`src/rtl/mag_comp_pkg.sv`:
```
// Shared types and helpers for the sequential magnitude comparator.
package mag_comp_pkg;

    typedef enum logic [1:0] {
        IDLE = 2'd0,
        RUN  = 2'd1,
        DONE = 2'd2
    } state_t;

    // Number of CHUNK-bit slices that make up a WIDTH-bit operand.
    function automatic int nslice(input int width, input int chunk);
        return width / chunk;
    endfunction

endpackage

```
`src/rtl/mag_comp_seq_slice_cmp.sv`:
```
// Combinational CHUNK-bit unsigned compare of one operand slice.
// flip_msb inverts the MSB of both slices, which turns a two's-complement
// top slice into an order-preserving unsigned compare.
module slice_cmp #(
    parameter int CHUNK = 4
) (
    input  logic [CHUNK-1:0] x,
    input  logic [CHUNK-1:0] y,
    input  logic             flip_msb,
    output logic             gt,
    output logic             lt
);

    localparam logic [CHUNK-1:0] MSB_MASK = CHUNK'(1) << (CHUNK - 1);

    logic [CHUNK-1:0] xm;
    logic [CHUNK-1:0] ym;

    // Optional sign-bit flip followed by a plain unsigned compare.
    always_comb begin
        xm = x ^ ({CHUNK{flip_msb}} & MSB_MASK);
        ym = y ^ ({CHUNK{flip_msb}} & MSB_MASK);
        gt = (xm > ym);
        lt = (xm < ym);
    end

endmodule

```
`src/rtl/mag_comp_seq.sv`:
```
// Multi-cycle magnitude comparator: walks the operands CHUNK bits per cycle,
// MSB slice first, with optional early exit at the first differing slice.
//
// state | meaning
// ------+----------------------------------------------------------
// IDLE  | waiting for start; held flags still visible
// RUN   | comparing slice idx_q, counting idx_q down to 0
// DONE  | one-cycle done pulse, flags just updated; accepts start
module mag_comp_seq
    import mag_comp_pkg::*;
#(
    parameter int WIDTH      = 16,
    parameter int CHUNK      = 4,
    parameter int EARLY_EXIT = 1
) (
    input  logic             clk,
    input  logic             rst,
    input  logic             start,
    input  logic [WIDTH-1:0] a,
    input  logic [WIDTH-1:0] b,
    input  logic             is_signed,
    output logic             busy,
    output logic             done,
    output logic             a_gt_b,
    output logic             a_lt_b,
    output logic             a_eq_b
);

    localparam int NSLICE = nslice(WIDTH, CHUNK);
    localparam int IDXW   = (NSLICE > 1) ? $clog2(NSLICE) : 1;
    localparam logic [IDXW-1:0] IDX_TOP = IDXW'(NSLICE - 1);

    if (CHUNK < 1 || WIDTH < CHUNK || (WIDTH % CHUNK) != 0) begin : g_bad_cfg
        $error("mag_comp_seq: WIDTH must be a non-zero multiple of CHUNK");
    end

    state_t           state_q, state_d;
    logic [WIDTH-1:0] a_q, a_d;
    logic [WIDTH-1:0] b_q, b_d;
    logic             sgn_q, sgn_d;
    logic [IDXW-1:0]  idx_q, idx_d;
    // First-decision tracking for full scans: dec_q set once a slice differed.
    logic             dec_q, dec_d;
    logic             pgt_q, pgt_d;
    logic             plt_q, plt_d;
    logic             gt_q, gt_d;
    logic             lt_q, lt_d;
    logic             eq_q, eq_d;

    logic [CHUNK-1:0] sa;
    logic [CHUNK-1:0] sb;
    logic             flip;
    logic             s_gt;
    logic             s_lt;
    logic             res_gt;
    logic             res_lt;

    // Select the current slice of both operands; sign handling on the top slice only.
    always_comb begin
        sa = '0;
        sb = '0;
        for (int i = 0; i < NSLICE; i++) begin
            if (idx_q == IDXW'(i)) begin
                sa = a_q[i*CHUNK +: CHUNK];
                sb = b_q[i*CHUNK +: CHUNK];
            end
        end
        flip = sgn_q && (idx_q == IDX_TOP);
    end

    slice_cmp #(.CHUNK(CHUNK)) u_slice_cmp (
        .x        (sa),
        .y        (sb),
        .flip_msb (flip),
        .gt       (s_gt),
        .lt       (s_lt)
    );

    // Next-state, capture, down-counter and result logic.
    always_comb begin
        state_d = state_q;
        a_d     = a_q;
        b_d     = b_q;
        sgn_d   = sgn_q;
        idx_d   = idx_q;
        dec_d   = dec_q;
        pgt_d   = pgt_q;
        plt_d   = plt_q;
        gt_d    = gt_q;
        lt_d    = lt_q;
        eq_d    = eq_q;
        res_gt  = dec_q ? pgt_q : s_gt;
        res_lt  = dec_q ? plt_q : s_lt;

        case (state_q)
            IDLE, DONE: begin
                if (start) begin
                    state_d = RUN;
                    a_d     = a;
                    b_d     = b;
                    sgn_d   = is_signed;
                    idx_d   = IDX_TOP;
                    dec_d   = 1'b0;
                    pgt_d   = 1'b0;
                    plt_d   = 1'b0;
                end else begin
                    state_d = IDLE;
                end
            end
            RUN: begin
                if (!dec_q && (s_gt || s_lt)) begin
                    dec_d = 1'b1;
                    pgt_d = s_gt;
                    plt_d = s_lt;
                end
                if (idx_q == '0 || (EARLY_EXIT != 0 && (s_gt || s_lt))) begin
                    state_d = DONE;
                    gt_d    = res_gt;
                    lt_d    = res_lt;
                    eq_d    = !res_gt && !res_lt;
                end else begin
                    idx_d = idx_q - IDXW'(1);
                end
            end
            default: begin
                state_d = IDLE;
            end
        endcase
    end

    // State and datapath registers with synchronous reset.
    always_ff @(posedge clk) begin
        if (rst) begin
            state_q <= IDLE;
            a_q     <= '0;
            b_q     <= '0;
            sgn_q   <= 1'b0;
            idx_q   <= '0;
            dec_q   <= 1'b0;
            pgt_q   <= 1'b0;
            plt_q   <= 1'b0;
            gt_q    <= 1'b0;
            lt_q    <= 1'b0;
            eq_q    <= 1'b0;
        end else begin
            state_q <= state_d;
            a_q     <= a_d;
            b_q     <= b_d;
            sgn_q   <= sgn_d;
            idx_q   <= idx_d;
            dec_q   <= dec_d;
            pgt_q   <= pgt_d;
            plt_q   <= plt_d;
            gt_q    <= gt_d;
            lt_q    <= lt_d;
            eq_q    <= eq_d;
        end
    end

    assign busy   = (state_q == RUN);
    assign done   = (state_q == DONE);
    assign a_gt_b = gt_q;
    assign a_lt_b = lt_q;
    assign a_eq_b = eq_q;

endmodule
```
`config.mk`:
```
export PLATFORM = sky130hd
export DESIGN_NAME = mag_comp_seq
export DESIGN_NICKNAME = d
export VERILOG_FILES = /design/src/rtl/mag_comp_pkg.sv /design/src/rtl/mag_comp_seq_slice_cmp.sv /design/src/rtl/mag_comp_seq.sv
export SDC_FILE = /design/constraint.sdc
export NUM_CORES = 1
export LEC_CHECK = 0
export CORE_ASPECT_RATIO = 1.75
export CORE_MARGIN = 3
export CORE_UTILIZATION = 55
export CTS_CLUSTER_DIAMETER = 30
export DETAILED_ROUTE_END_ITERATION = 12
export HOLD_SLACK_MARGIN = 0.08
export PLACE_DENSITY = 0.84
export SYNTH_ARGS = -nofsm -noshare
export SYNTH_HDL_FRONTEND = slang
export SYNTH_HIERARCHICAL = 1
export SYNTH_SLANG_ARGS = --single-unit
```
`constraint.sdc`:
```
create_clock -name clk -period 8.8 [get_ports clk]
set_input_delay 1.32 -clock clk [delete_from_list [all_inputs] [get_ports clk]]
set_output_delay 1.32 -clock clk [all_outputs]
set_load 0.005 [all_outputs]
```
== Word-level counts from Yosys, hierarchy flattened ==
Cells that the tools add are included.

* Add/subtract/negate cells: 1
* $lt $le $gt $ge: 2
* Equal/unequal tests: 9
* Muxes and demuxes: 23
* Bitwise logic cells: 2
* Reductions and logical operators: 16

{| class="wikitable"
|+ Operator list
! cell !! number
|-
| $mux W4 || 8
|-
| $pmux W2 S2 || 2
|-
| $xor A4 B4 Y4 || 2
|-
| $mux W1 || 7
|-
| $eq A2 B2 Y1 const B || 3
|-
| $mux W2 || 3
|-
| $pmux W1 S2 || 3
|-
| $reduce_and A3 Y1 || 2
|-
| $eq A2 B1 Y1 const B || 2
|-
| $gt A4 B4 Y1 || 1
|-
| $logic_not A2 Y1 || 2
|-
| $lt A4 B4 Y1 || 1
|-
| $ne A2 B1 Y1 const B || 2
|-
| $ne A2 B2 Y1 const B || 2
|-
| $reduce_and A2 Y1 || 2
|-
| $logic_and A1 B1 Y1 || 3
|-
| $logic_not A1 Y1 || 3
|-
| $logic_or A1 B1 Y1 || 2
|-
| $reduce_bool A2 Y1 || 1
|-
| $reduce_or A2 Y1 || 1
|-
| $sub A2 B1 Y2 const B || 1
|}

* Flip-flop bits (word level): 43
* Word-level logic and storage cells: 64

== Logic depth before layout (Yosys ltp) ==
Gate-level depths: netlist of the first run.

* Word-level depth: 11
* Gate-level depth with buffers: 15
* Gate-level depth less buffers: 13

== By module ==
Netlist of the first run, hierarchy kept.

{| class="wikitable"
|+ By module, submodules not included
! module !! times used !! cells each !! area an instance (um^2) !! sequential area each (um^2)
|-
| mag_comp_seq || 1 || 253 || 1924.3 || 860.8
|-
| slice_cmp || 1 || 16 || 127.6 || 0.0
|}

== Worst setup path after synthesis of the first run ==
Ideal clock, no wire load.

* Kind: register to register
* Start: register idx_q[0]
* End: register dec_q
* Library setup time: 0.070 ns
* Data arrival time: 2.751 ns
* Required time: 8.730 ns
* Path slack: 5.978 ns
* Stages on the path, launching flop included: 15
* Clock period less this slack: 2.822 ns
* Cells stage by stage: dfxtp_1 > inv_1 > ha_1 > clkbuf_1 > buf_2 > a21oi_1 > a22o_1 > xor2_1 > ha_1 > nand2_1 > o21bai_1 > a2bb2oi_1 > nor2_1 > or3_1 > a21oi_1

* Word-level cells in the longest chain between the ends: 11
* Elaborated cells between the ends (all ways): 21

{| class="wikitable"
|+ Ends and longest elaborated chain
! item !! RTL line !! source
|-
| start: declaration || mag_comp_seq.sv:41 || <nowiki>logic [IDXW-1:0] idx_q, idx_d;</nowiki>
|-
| start signal: assignment || mag_comp_seq.sv:150 || <nowiki>idx_q <= idx_d;</nowiki>
|-
| $logic_not A2 Y1 || mag_comp_seq.sv:63 || <nowiki>if (idx_q == IDXW'(i)) begin</nowiki>
|-
| $mux W4 (3 in series) || mag_comp_seq.sv:63 ||
|-
| $mux W4 (*) || mag_comp_seq.sv:63 ||
|-
| named net sa[3] || mag_comp_seq.sv:50 || <nowiki>logic [CHUNK-1:0] sa;</nowiki>
|-
| $xor A4 B4 Y4 (*) || mag_comp_seq_slice_cmp.sv:21 || <nowiki>xm = x ^ ({CHUNK{flip_msb}} & MSB_MASK);</nowiki>
|-
| $gt A4 B4 Y1 (*) || mag_comp_seq_slice_cmp.sv:23 || <nowiki>gt = (xm > ym);</nowiki>
|-
| named net s_gt || mag_comp_seq.sv:53 || <nowiki>logic s_gt;</nowiki>
|-
| $logic_or A1 B1 Y1 (*) || mag_comp_seq.sv:111 || <nowiki>if (!dec_q && (s_gt || s_lt)) begin</nowiki>
|-
| $logic_and A1 B1 Y1 (*) || mag_comp_seq.sv:111 ||
|-
| $ne A2 B1 Y1 (no source line) (*) || - ||
|-
| $reduce_and A3 Y1 (no source line) (*) || - ||
|-
| end signal: assignment || mag_comp_seq.sv:139 || <nowiki>dec_q <= 1'b0;</nowiki>
|-
| end signal: assignment || mag_comp_seq.sv:151 || <nowiki>dec_q <= dec_d;</nowiki>
|-
| end: declaration || mag_comp_seq.sv:43 || <nowiki>logic dec_q, dec_d;</nowiki>
|}

Mark *: on every way through the listed nets, which the timed path passes. The rest lies on a longest branch.
A chain may end at the register's enable or synchronous reset.

== Worst setup path in the final report of the first run ==
* Start: register idx_q[0]
* End: register gt_q (netlist: a_gt_b)

* Word-level cells in the longest chain between the ends: 10
* Elaborated cells between the ends (all ways): 21

{| class="wikitable"
|+ Ends and longest elaborated chain
! item !! RTL line !! source
|-
| $logic_not A2 Y1 || mag_comp_seq.sv:63 ||
|-
| $mux W4 (3 in series) || mag_comp_seq.sv:63 ||
|-
| $mux W4 (*) || mag_comp_seq.sv:63 ||
|-
| named net sa[3] || mag_comp_seq.sv:50 ||
|-
| $xor A4 B4 Y4 (*) || mag_comp_seq_slice_cmp.sv:21 ||
|-
| $gt A4 B4 Y1 (*) || mag_comp_seq_slice_cmp.sv:23 ||
|-
| named net s_gt || mag_comp_seq.sv:53 ||
|-
| $logic_or A1 B1 Y1 (2 in series) || mag_comp_seq.sv:116 || <nowiki>if (idx_q == '0 || (EARLY_EXIT != 0 && (s_gt || s_lt))) begin</nowiki>
|-
| $reduce_and A2 Y1 (no source line) || - ||
|-
| end signal: assignment || mag_comp_seq.sv:154 || <nowiki>gt_q <= gt_d;</nowiki>
|-
| end: declaration || mag_comp_seq.sv:46 || <nowiki>logic gt_q, gt_d;</nowiki>
|}

Marked as above.

==> impl_metrics.py, run 1 <==
metrics = {
    "setup_path": {
        "cp-start-kind": "flip-flop",
        "worst-path-max-fanout": 16,
        "cp_data_arrival_time_ps": 3460,
        "reg2reg_setup_slack_ps": 5540,
        "required_ps": 9000,
        "crit_path_end_kind": "flip-flop",
        "criticalPathCategory": "reg2reg",
    },
    "synthesis": {
        "synth_cells": 269,
        "synth_cell_types": 30,
        "synth_seq_cells": 43,
        "synth_seq_area_share_pct": 42.0,
        "synth.avg_cell_area_um2": 7.63,
        "netlist_area_um2": 2050,
        "synth_nets": 313,
        "ys_warn_count": 6,
    },
    "floorplanning": {
        "die_w_um": 52.2,
        "start_util_pct": 59.2,
        "io_pins": 41,
        "dieHeight_um": 86.8,
        "die_area_um2": 4530,
        "coreArea_um2": 3470,
        "rows": 28,
    },
    "finish": {
        "n_antenna_cell": 0,
        "finalCoreUtilization_pct": 72.1,
        "syn_to_final_growth_pct": 21.9,
        "nFillCells": 293,
        "fin_nets": 343,
        "drive_above_1_share_pct": 4.36,
    },
    "timing": {
        "clock_skew_ps": 2.47,
        "fmax_mhz": 307,
        "setup_tns_ps": 0,
        "fin_crit_ps": 3260,
        "fin_crit_sh_pct": 37.0,
        "worst_slack_ps": 5540,
        "hold_violations": 0,
        "rsz0062_at_grt": "false",
        "slew_violations": 0,
        "finalSetupViolCount": 0,
        "tightest_slew_ps": 672,
        "maxSlewHeadroom_pct": 55.0,
    },
    "clocking": {
        "tritoncts": "yes",
        "cts.clk_slew.worst_paths_ps": 70,
        "cts_buffers": 5,
        "postCtsHoldBufs": 0,
        "root_buffer": "clkbuf_8",
        "cts_htree_levels": 2,
        "cts_resized": 0,
        "clock-sinks": 43,
        "cts_setup_buffers": 0,
        "clock_latency_ps": 290,
        "cts_buffer_depth": 2,
    },
    "placed_design": {
        "gp_congestion": 0.780,
        "port_buffers": 40,
        "dp_slack_ps": 5640,
        "dp_hpwl_um": 3150,
    },
    "grt": {
        "gr-total-overflow": 0,
        "grt_pass1_vias": 1805,
        "grt_usage_pct": 22.1,
        "grt_pass1_wl_um": 7650,
        "antenna_found_initial": 0,
        "grt_start_max_net_pins": 44,
    },
    "power_and_ir_drop": {
        "p_int_mw": 0.332,
        "p_clk_share_pct": 23.3,
        "cellPowerDensity_nw_per_um2": 193,
        "p_seq_share_pct": 46.0,
        "ir_worst_vdd_mv": 0.151,
        "p_leak_nw": 0.951,
        "power_switching_share_pct": 31.2,
        "power.switching_mw": 0.151,
        "power_frac_comb_pct": 30.7,
    },
    "run": {
        "maxCapViolCount": 0,
    },
    "hold_path": {
        "hp-class": "reg2reg",
    },
    "route": {
        "dr.pass1.iters": 4,
        "ant_nets": 0,
        "drt_iter0_markers": 35,
        "post_drt_wl_per_cell_um": 13.0,
        "vias": 1856,
        "post-route-drc-count": 0,
        "totalWireLength_um": 4440,
        "vias_per_cell": 5.41,
    },
    "status": {
        "outcome": "complete, no violations",
    },
}
-- cells in the mapped netlist, drive strengths merged --
cell,count,area (µm²)
nand2,77,289
a21oi,59,295
dfxtp,43,861
inv,14,52.6
buf,11,71.3
clkbuf,9,33.8
a22o,8,70.1
ha,8,100
o21ai,8,40.0
a211oi,4,30.0
nor2,4,15.0
nor2b,3,26.3
nor3,3,26.3
and2,2,12.5
mux2i,2,20.0
nand2b,2,12.5
nand3,2,10.0
nand4bb,2,22.5
or3,2,12.5
a2bb2oi,1,8.76
a311oi,1,8.76
a31o,1,8.76
o21bai,1,7.51
xnor2,1,8.76
xor2,1,8.76
-- path summary, 6_finish.rpt --
path / from / end / cells past startpoint
worst max-delay path: idx_q[0]$_SDFFE_PP0P_ / a_gt_b$_SDFFE_PP0P_ / 13
worst min register to register: b_q[11]$_SDFFE_PP0P_ / b_q[11]$_SDFFE_PP0P_ / 2
worst max register to register: idx_q[0]$_SDFFE_PP0P_ / a_gt_b$_SDFFE_PP0P_ / 13
worst min-delay path: b_q[11]$_SDFFE_PP0P_ / b_q[11]$_SDFFE_PP0P_ / 2
-- logic make-up after synthesis --
group / share of synthesized area, %
multiplexers: 0.976
buffers and inverters: 7.68
AND/OR/NAND/NOR: 20.8
AO/OA/AOI/OAI: 22.9
XOR/XNOR: 0.854
flip-flops: 42.0
adder cells (fa/ha/maj): 4.88
-- metrics by stage --
step / instance area (µm²) / cells / total power, mW / hold WS (ps)
final: 2500 / 343 / 0.483 / 455
after global placement: 2430 / 337 / 0.369 / 443
after floorplan: 2050 / 269 / 0.330 / 432
after detailed placement: 2430 / 337 / 0.372 / 449
after CTS: 2500 / 343 / 0.485 / 459
after global routing: 2500 / 343 / 0.512 / 476
-- per-layer routing --
layer,vias up,track usage (%),share of wire [%]
met1,859,24.6,40
li1,955,-,-
met3,9,4.65,3.4
met2,33,40.9,55
met4,0,6.28,1.4
met5,-,0,0
-- worst max-delay path, cell delays in order (launching register included) --
cell,delay (ps)
dfxtp_1,390
inv_1,100
ha_1,400
a21oi_1,200
o21ai_0,110
a22o_1,210
xor2_1,140
ha_1,290
nand2_1,70
o21bai_1,170
a2bb2oi_1,530
or3_1,250
a21oi_1,70
a211oi_1,230
-- power by group through the flow --
stage / Combinational [mW] / Clock [mW] / Sequential, mW
2_1_floorplan: 0.108 / 0 / 0.222
3_3_place_gp: 0.144 / 0 / 0.226
3_5_place_dp: 0.146 / 0 / 0.226
4_1_cts: 0.148 / 0.115 / 0.222
5_1_grt: 0.167 / 0.122 / 0.224
6_report: 0.148 / 0.112 / 0.222
-- layout make-up --
cell class	count	area, µm²	share of cell area, %
clock buffers	6	72.6	2.90
well taps	45	56.3	2.25
inverters	14	52.6	2.10
multi-input cells	192	1040	41.4
repair buffers	43	423	16.9
flip-flops and latches	43	861	34.4
-- flip-flops by register name, indices dropped and copies added, names as in the netlist --
signal and count:
a_q 16, state_q 2, sgn_q 1, idx_q 2, a_lt_b 1, pgt_q 1, a_eq_b 1, dec_q 1
a_gt_b 1, plt_q 1, b_q 16
-- cell usage in the layout (no fill, tap or decap), types with 3 or more instances in the layout --
cell type / count
a211oi_1: 4
a21oi_1: 59
a22o_1: 8
buf_4: 3
clkbuf_8: 5
clkdlybuf4s50_1: 40
dfxtp_1: 43
ha_1: 8
inv_1: 13
nand2_1: 77
nor2_1: 4
o21ai_0: 8
(Power assumes the default switching activity.)
==> run 2: changes to the inputs <==
Settings changed: CORE_UTILIZATION 55 to 51, PLACE_DENSITY 0.84 to 0.79.
Clock period 8.8 ns to 3.4 ns, I/O delays scaled along.
==> run 2 against run 1 <==
  * First-iteration DRC count up 40%
  * Register-to-register slack worse by 5200 ps
  * Non-clock buffer count unchanged
  * Critical endpoint is now a_lt_b$_SDFFE_PP0P_
  * Largest power group unchanged
==> impl_metrics.py, run 2 (synthesis gave the netlist of run 1 again) <==
metrics = {
    "clocking": {
        "tritoncts": "yes",
        "clock_latency_ps": 290,
        "root_buffer": "clkbuf_8",
        "cts.clk_slew.worst_paths_ps": 80,
        "cts_buffer_depth": 2,
        "cts_htree_levels": 2,
        "clock-sinks": 43,
        "cts_buffers": 5,
    },
    "power_and_ir_drop": {
        "cellPowerDensity_nw_per_um2": 504,
        "p_int_mw": 0.872,
        "power_switching_share_pct": 31.2,
        "ir_worst_vdd_mv": 0.459,
        "power_frac_comb_pct": 30.5,
        "power.switching_mw": 0.396,
        "p_clk_share_pct": 24.1,
        "power_mw": 1.27,
        "p_seq_share_pct": 45.4,
        "p_leak_nw": 0.957,
    },
    "timing": {
        "hold_violations": 0,
        "fin_crit_sh_pct": 89.6,
        "slew_violations": 0,
        "rsz0062_at_grt": "false",
        "fmax_mhz": 328,
        "whs_ps": 459,
        "finalSetupViolCount": 0,
        "worst_slack_ps": 352,
        "maxSlewHeadroom_pct": 48.8,
        "clock_skew_ps": 3.00,
        "setup_tns_ps": 0,
        "tightest_slew_ps": 765,
        "fin_crit_ps": 3050,
    },
    "finish": {
        "multi_input_area_um2": 1040,
        "design_area_um2": 2520,
        "finalCoreUtilization_pct": 67.4,
        "drive_above_1_share_pct": 5.00,
        "ff_latch_area_um2": 861,
        "layout_common_cells": "nand2_1 (77), a21oi_1 (59), dfxtp_1 (43)",
        "reg_top3": "a_q x16, b_q x16",
        "nFillCells": 362,
        "instances_no_fill": 346,
        "fin_nets": 343,
        "n_antenna_cell": 0,
        "final_common_cell": "nand2_1",
        "syn_to_final_growth_pct": 22.7,
    },
    "hold_path": {
        "hp-class": "reg2reg",
        "min-delay-start": "b_q[9]$_SDFFE_PP0P_",
        "holdPathEnd": "b_q[9]$_SDFFE_PP0P_",
        "whs_path_depth": 2,
    },
    "setup_path": {
        "cp-start-kind": "flip-flop",
        "crit_path_end_kind": "flip-flop",
        "required_ps": 3540,
        "cp_data_arrival_time_ps": 3190,
        "reg2reg_to": "a_lt_b$_SDFFE_PP0P_",
        "worst-path-max-fanout": 16,
        "reg2reg_from": "idx_q[0]$_SDFFE_PP0P_",
        "reg2reg_setup_slack_ps": 350,
        "criticalPathCategory": "reg2reg",
        "r2r_cells": 13,
    },
    "route": {
        "totalWireLength_um": 4500,
        "post-route-drc-count": 0,
        "dr.pass1.iters": 4,
        "vias": 1825,
        "ant_nets": 0,
        "drt_iter0_markers": 49,
        "vias_per_cell": 5.27,
        "post_drt_wl_per_cell_um": 13.0,
    },
    "grt": {
        "grt_pass1_vias": 1730,
        "grt_pass1_wl_um": 7510,
        "use_met1_pct": 22.6,
        "gr-total-overflow": 0,
        "antenna_found_initial": 0,
        "grt_start_max_net_pins": 36,
        "gr-usage-met3_pct": 3.64,
        "grt_usage_pct": 20.3,
        "top_usage_layer": "met2",
        "grtUsageMet2_pct": 34.7,
    },
    "placed_design": {
        "dp_slack_ps": 337,
        "dp.cells": 338,
        "gp_congestion": 0.938,
        "place_area_um2": 2430,
        "port_buffers": 40,
        "dp_hpwl_um": 3260,
    },
    "floorplanning": {
        "coreArea_um2": 3740,
        "rows": 29,
        "die_area_um2": 4850,
        "start_util_pct": 54.9,
        "io_pins": 41,
        "dieHeight_um": 89.9,
        "die_w_um": 54.0,
    },
    "status": {
        "outcome": "complete, no violations",
    },
    "run": {
        "maxCapViolCount": 0,
    },
}
==> run 2: layout make-up <==
type | instances | share of cell area (%)
Tap cell | 46 | 2.29
Timing Repair Buffer | 43 | 16.8
Clock inverter | 1 | 0.199
Clock buffer | 7 | 3.03
Sequential cell | 43 | 34.2
Multi-Input combinational cell | 192 | 41.4
Inverter | 14 | 2.09
==> run 2: per-layer routing <==
layer | share of wire, % | up-vias
met5 | 0 | -
met4 | 2.8 | 0
met3 | 3.0 | 11
met2 | 53 | 28
met1 | 41 | 832
li1 | - | 954
==> run 2: worst max-delay path by stage <==
stage          slack [ps]                   to                  start
3_3_place_gp          440   dec_q$_SDFFE_PP0P_  idx_q[0]$_SDFFE_PP0P_
6_report              350  a_lt_b$_SDFFE_PP0P_  idx_q[0]$_SDFFE_PP0P_
4_1_cts               300   dec_q$_SDFFE_PP0P_  idx_q[0]$_SDFFE_PP0P_
3_5_place_dp          340   dec_q$_SDFFE_PP0P_  idx_q[0]$_SDFFE_PP0P_
2_1_floorplan         580   dec_q$_SDFFE_PP0P_  idx_q[0]$_SDFFE_PP0P_
5_1_grt               100  a_lt_b$_SDFFE_PP0P_  idx_q[0]$_SDFFE_PP0P_
==> run 2: power by group through the flow <==
| stage | Combinational, mW | Sequential, mW | Clock, mW |
|---|---|---|---|
| after floorplan | 0.280 | 0.576 | 0 |
| final | 0.387 | 0.575 | 0.306 |
| after CTS | 0.377 | 0.575 | 0.314 |
| after global routing | 0.436 | 0.582 | 0.333 |
| after detailed placement | 0.374 | 0.587 | 0 |
| after global placement | 0.369 | 0.585 | 0 |
==> run 2: repair_timing <==
| item | in CTS | in global routing |
|---|---|---|
| resized for setup | 0 | 1 |
| buffers inserted | 0 | 0 |
| hold buffers | 0 | 0 |
| endpoints found under the setup margin | 0 | 2 |
==> run 2: worst max-delay path, cell delays in order, from the launching register on <==
cell and delay (ps):
dfxtp_1 380, inv_1 90, ha_1 390, a21oi_1 170, o21ai_0 100, a22o_1 220, xor2_1 150, ha_1 300
nand2_1 90, o21bai_1 180, and2_1 220, or3_1 380, a21oi_1 170, a211oi_1 60
